===== config.mk =====
export PLATFORM = sky130hd
export DESIGN_NAME = tesla_car
export DESIGN_NICKNAME = d
export VERILOG_FILES = /design/src/rtl/tesla_car_pkg.sv /design/src/rtl/tesla_car.sv
export SDC_FILE = /design/constraint.sdc
export NUM_CORES = 1
export LEC_CHECK = 0
export BUFFER_PORTS_ARGS = -buffer_cell sky130_fd_sc_hd__buf_2
export CAP_MARGIN = 20
export CORE_AREA = 2 2 39 41
export CTS_CLUSTER_DIAMETER = 30
export DETAILED_ROUTE_END_ITERATION = 6
export DIE_AREA = 0 0 41 43
export SYNTH_ARGS = -nofsm -noshare
export SYNTH_HDL_FRONTEND = slang
export SYNTH_SLANG_ARGS = --single-unit
export TNS_END_PERCENT = 50

===== constraint.sdc =====
create_clock -name clk -period 2.3 [get_ports clk]
set_input_delay 0.115 -clock clk [delete_from_list [all_inputs] [get_ports clk]]
set_output_delay 0.115 -clock clk [all_outputs]
set_load 0.05 [all_outputs]

===== src/rtl/tesla_car_pkg.sv =====
// tesla_car_pkg
//   Shared definitions for the tesla_car longitudinal controller:
//   - state_t : 2-bit state encoding (STOP, ACCELERATE, DECELERATE; 2'b11 unused)
//   - MIN_DISTANCE_DEFAULT : default minimum safe leading distance
package tesla_car_pkg;

  typedef enum logic [1:0] {
    STOP       = 2'b00,
    ACCELERATE = 2'b01,
    DECELERATE = 2'b10
  } state_t;

  localparam int unsigned MIN_DISTANCE_DEFAULT = 40;

endpackage


===== src/rtl/tesla_car.sv =====
// tesla_car
//   Moore FSM for longitudinal control. Each rising edge it compares car
//   speed against the speed limit and the leading distance against a
//   minimum safe distance, and steps between STOP, ACCELERATE and DECELERATE.
//
// Parameters
//   MIN_DISTANCE      minimum safe leading distance (same units as leading_distance)
// Ports
//   speed_limit       in  [7:0]  posted speed limit, unsigned
//   car_speed         in  [7:0]  current car speed, unsigned
//   leading_distance  in  [6:0]  distance to leading vehicle, unsigned
//   clk               in         system clock, rising edge
//   rst               in         asynchronous active-high reset, forces STOP
//   unlock_door       out        high only in STOP
//   accelerate_car    out        high only in ACCELERATE
//   state_o           out [1:0]  current state encoding; present only when
//                                TESLA_CAR_STATE_OUT_EN is defined
//
// State table
//   state      | meaning
//   STOP       | vehicle halted, doors unlocked
//   ACCELERATE | speed below limit with safe headroom, throttle applied
//   DECELERATE | coasting/braking until safe and below limit, or stopped
//   (2'b11)    | illegal, recovers to STOP on the next edge
module tesla_car
  import tesla_car_pkg::*;
#(
  parameter int unsigned MIN_DISTANCE = MIN_DISTANCE_DEFAULT
) (
  input  logic [7:0] speed_limit,
  input  logic [7:0] car_speed,
  input  logic [6:0] leading_distance,
  input  logic       clk,
  input  logic       rst,
  output logic       unlock_door,
`ifdef TESLA_CAR_STATE_OUT_EN
  output logic       accelerate_car,
  output logic [1:0] state_o
`else
  output logic       accelerate_car
`endif
);

  state_t state, state_nxt;
  logic   too_close;
  logic   below_limit;

  // Zero-extend the 7-bit distance to the parameter width before comparing.
  assign too_close   = 32'(leading_distance) < MIN_DISTANCE;
  assign below_limit = car_speed < speed_limit;

  always_ff @(posedge clk or posedge rst) begin
    if (rst) begin
      state <= STOP;
    end else begin
      state <= state_nxt;
    end
  end

  always_comb begin
    state_nxt = STOP;
    case (state)
      STOP: begin
        if (too_close)        state_nxt = STOP;
        else if (below_limit) state_nxt = ACCELERATE;
        else                  state_nxt = STOP;
      end
      ACCELERATE: begin
        if (too_close)        state_nxt = DECELERATE;
        else if (below_limit) state_nxt = ACCELERATE;
        else                  state_nxt = DECELERATE;
      end
      DECELERATE: begin
        // A standstill wins over every other condition.
        if (car_speed == 8'd0) state_nxt = STOP;
        else if (too_close)    state_nxt = DECELERATE;
        else if (below_limit)  state_nxt = ACCELERATE;
        else                   state_nxt = DECELERATE;
      end
      default: state_nxt = STOP;
    endcase
  end

  // Outputs decode the state register only, so they cannot glitch on inputs.
  always_comb begin
    unlock_door    = 1'b0;
    accelerate_car = 1'b0;
    case (state)
      STOP:       unlock_door    = 1'b1;
      ACCELERATE: accelerate_car = 1'b1;
      default:    ;
    endcase
  end

`ifdef TESLA_CAR_STATE_OUT_EN
  assign state_o = state;
`endif

endmodule


# Yosys cells after proc, flatten, opt, wreduce, memory -nomap -nowiden
# Index checks and enable logic that the tools add are counted.
[word_totals]
out_inout_bits = 2
regBits = 2
input_bits = 25
[classes]
eq_ne = 2
mux = 8
reduce_logical = 2
order_cmp = 2
[op_table]
columns = ["op", "n"]
rows = [
  ["$logic_not 8->1", 1],
  ["$lt 8x8->1", 1],
  ["$lt 7x6->1 const B", 1],
  ["$mux 2", 3],
  ["$pmux 2 s3", 1],
  ["$mux 1", 4],
  ["$eq 2x1->1 const B", 1],
  ["$eq 2x2->1 const B", 1],
  ["$logic_not 2->1", 1],
]

# Depth between registers and ports, before layout
[logic_depth]
depth_word = 5
ltp_mapped = 6
mapped_depth_nobuf = 6

# Worst setup path before layout
# Ideal clock, no wire load.
[synth_path]
path_kind = "reg2reg"
from = "register state[1]"
to = "register state[1]"
path_buffers = 0
path_stages_with_launch = 4
slack_ps = 830
arrival_ps = 1404
setup_ps = 65
path_cell_list = "dfrtp_1 -> nor2b_1 -> a21oi_1 -> o21ba_1"
[synth_between]
elab_chain_len = 2
elab_cells_between_ends = 4
classes_between = "eq/ne (2); mux (1); reduce/logical (1)"
[synth_lines]
columns = ["item", "line", "rtl"]
rows = [
  ["start: declaration", "tesla_car.sv:44", "state_t state, state_nxt;"],
  ["start signal: assignment", "tesla_car.sv:56", "state <= state_nxt;"],
  ["$eq 2x2->1, or another cell as far along", "tesla_car.sv:62", "case (state)"],
  ["$pmux 2 s3 (*)", "tesla_car.sv:62", ""],
  ["via state_nxt[1]", "tesla_car.sv:44", ""],
]
# Mark *: on every way through the listed nets, which the timed path passes. The rest lies on a longest branch.

# Final worst setup path
[layout_path]
from = "register state[1]"
to = "output port accelerate_car"
[layout_between]
elab_chain_len = 2
[layout_lines]
columns = ["item", "line", "rtl"]
rows = [
  ["$eq 2x1->1", "tesla_car.sv:88", "case (state)"],
  ["$mux 1", "tesla_car.sv:88", ""],
  ["end: declaration", "tesla_car.sv:40", "output logic accelerate_car"],
]
# Every way passes these cells.

==> impl_metrics.py <==
metrics = {
    "hold_path": {
        "hp-class": "in -> async",
    },
    "global_routing": {
        "grt-ovfl-total": 0,
        "grt_util_all_layers_pct": 7.33,
        "grt_pass1_vias": 244,
        "grt_pass1_wl_um": 848,
        "grt_antenna_before_repair": 0,
        "grt_max_degree": 5,
    },
    "clock_network": {
        "clkTransAtPathRegs_ns": 0.03,
        "htreeDepth": 1,
        "cts_buffer_depth": 2,
        "cts-root-buf": "clkbuf_4",
        "insertion_delay_ns": 0.22,
        "post_cts_resized": 0,
        "cts_buffers": 3,
        "cts_tree": "yes",
        "cts.sink_count": 2,
    },
    "floorplan": {
        "dieArea_um2": 1760,
        "io-pin-count": 27,
        "row_count": 14,
        "coreArea_um2": 1380,
        "fp.dieW_um": 41,
        "die_y_um": 43,
        "initial_utilization_pct": 21.2,
    },
    "synthesis": {
        "synthCells": 38,
        "synth_compound_area_share_pct": 21.3,
        "synth-seq-cells": 2,
        "synth_adder_area_share_pct": 29.8,
        "ys_types": 17,
        "synth_top_family_by_area": "adder cells",
        "synth_xor_area_share_pct": 0,
        "yosysTopAreaCell": "ha_1",
        "synth.yosys.warnings": 0,
        "netlist_area_um2": 294,
        "synth-simple-area-share_pct": 20.4,
        "ys_seq_area_share_pct": 17.0,
        "synth_top_cell_area_share_pct": 29.8,
        "synth_area_leaders": "ha_1 (30%), dfrtp_1 (17%), inv_1 (11%)",
        "synth_area_per_cell_um2": 7.74,
        "muxShareOfSynthArea_pct": 0,
        "syn_nets": 70,
    },
    "worst_setup_path": {
        "path_cells": "nor2b_1 -> buf_2",
        "crit_path_start_kind": "register",
        "critPathKind": "reg -> out",
        "worstPathMaxFanout": 4,
        "reg2reg_to": "state[1]",
        "reg2regPathDepth": 3,
        "slowest_stage": "dfrtp_1",
        "worstSetupEndpoint": "accelerate_car",
        "endpoint_kind": "output pin",
        "crit_path_max_incr_delay_ns": 0.39,
        "rr_startpoint": "state[0]",
        "critPathRequiredTime_ns": 2.18,
        "r2r_setup_slack_ns": 1.39,
        "crit_family": "flip-flops",
        "cp.depth": 2,
        "cp.arrival_ns": 1.04,
        "crit_start": "state[1]",
        "path_buf_inv": 1,
    },
    "finish": {
        "nets": 99,
        "fin_util_pct": 33.4,
        "largest_reg_flops": 2,
        "drive_gt1_share_pct": 41.5,
        "regMostFlops": "state",
        "area_delta_synth_final_pct": 57.0,
        "final_cells": 81,
        "insertedDiodeCount": 0,
        "top_regs": "state: 2 flops",
    },
    "power_and_ir_drop": {
        "peakVddDrop_v": 0.000409,
        "switching_share_pct": 37.4,
        "leakage_uw": 0.000278,
        "power_frac_seq_pct": 20.7,
        "internal_power_uw": 144,
        "switchingPower_uw": 85.9,
        "clock_power_share_pct": 32.2,
        "p_per_area_nw_per_um2": 498,
        "combPwrFrac_pct": 47.0,
    },
    "drt": {
        "drtAntennaViolNets": 0,
        "viasPerCell": 4.25,
        "wl_met2_um": 275,
        "drt_pre_antenna_iters": 4,
        "wirelength_um": 688,
        "wl_met1_um": 321,
        "wl_met3_um": 91,
        "top_layer": "met3",
        "drc": 0,
        "routedWlPerCell_um": 8.49,
        "initialDrtViolationCount": 2,
        "routed-via-count": 344,
    },
    "sta": {
        "drv_slew": 0,
        "finalHoldViolations": 0,
        "fin_worst_skew_ns": 0.000936,
        "fmax_ghz": 0.865,
        "worst_pin_slew_ns": 0.321,
        "rsz0062_at_grt": "no",
        "fin_crit_ns": 1.16,
        "setup_viol": 0,
        "slew_headroom_pct": 78.3,
        "fin_tns_setup_ns": 0,
        "finalCritPeriodShare_pct": 50.2,
    },
    "place": {
        "io_buffers": 23,
        "gp_congestion": 0.726,
        "placed_cells": 77,
        "place_hpwl_um": 632,
    },
    "flow_run": {
        "max_cap_violations": 0,
    },
    "status": {
        "outcome": "finished clean",
    },
}
power by group through the flow:
stage / Combinational [µW] / Sequential [µW] / Clock [µW]
2_1_floorplan: 73.0 / 47.0 / 0
3_3_place_gp: 106 / 47.5 / 0
3_5_place_dp: 107 / 47.9 / 0
4_1_cts: 109 / 47.5 / 78.6
5_1_grt: 119 / 49.0 / 80.2
6_report: 108 / 47.6 / 74.1
cell usage after synthesis:
cell type and number:
inv_1 9, ha_1 7, a21oi_1 3, dfrtp_1 2
nor2_1 2, nor2b_1 2, nor4_1 2, o21ai_0 2
a211o_1 1, a211oi_1 1, a31oi_1 1, nand2b_1 1
nand4_1 1, nor3_1 1, nor3_2 1, o21ai_1 1
o21ba_1 1
per-stage QoR:
stage	worst slack, ns	power, µW	hold WS (ns)	area [µm²]
finish	1.14	230	0.288	462
global route	1.05	248	0.294	462
CTS	1.13	235	0.283	462
detailed placement	0.981	155	-0.0306	429
global placement	0.989	153	-0.0380	429
floorplan	0.830	120	-0.144	294
routing by layer:
layer  vias to the layer above  track usage (%)
met4                         0             4.00
met5                         -                0
met2                        17             9.38
met3                         0             3.66
met1                       136             9.65
li1                        191                -
worst min path at each step:
stage | end | slack, ns | cells after the start
floorplan | state[0] | -0.14 | 1
global placement | state[0] | -0.04 | 2
detailed placement | state[1] | -0.03 | 2
CTS | state[1] | 0.28 | 3
global route | state[0] | 0.29 | 3
finish | state[1] | 0.29 | 3
cells in the final DEF (no fill, tap or decap):
cell type      instances
buf_2                 23
inv_1                  9
ha_1                   7
a21oi_1                3
clkbuf_4               3
nor2b_1                2
nor2_1                 2
o21ai_0                2
nor4_1                 2
dfrtp_1                2
nand4_1                1
nand2b_1               1
a211o_1                1
a31oi_1                1
nor3_1                 1
a211oi_1               1
o21ai_1                1
nor3_2                 1
o21ba_1                1
dlygate4sd3_1          1
cells by family after synthesis:
family / Yosys count
AOI/OAI and AO/OA: 10
and+or+nand+nor: 10
buffers and inverters: 9
adders and majority gates: 7
DFF: 2
area by class of cell:
type / instances / area, µm²
sequential: 2 / 50.0
multi-input combinational: 27 / 210
tap: 16 / 20.0
inverter: 9 / 33.8
fill: 154 / 922
clock buffer: 3 / 22.5
timing repair buffer: 24 / 125
timing repair:
item	CTS	global route
hold buffers	1	0
endpoints found under the hold margin	2	0
endpoints found under the setup margin	0	0
setup buffers	0	0
tightest hold or removal path: cells and delay by family:
family	cells	cell delay (ns)
buffers and inverters	3	0.72
No activity file was read; power rests on OpenSTA's default activity.
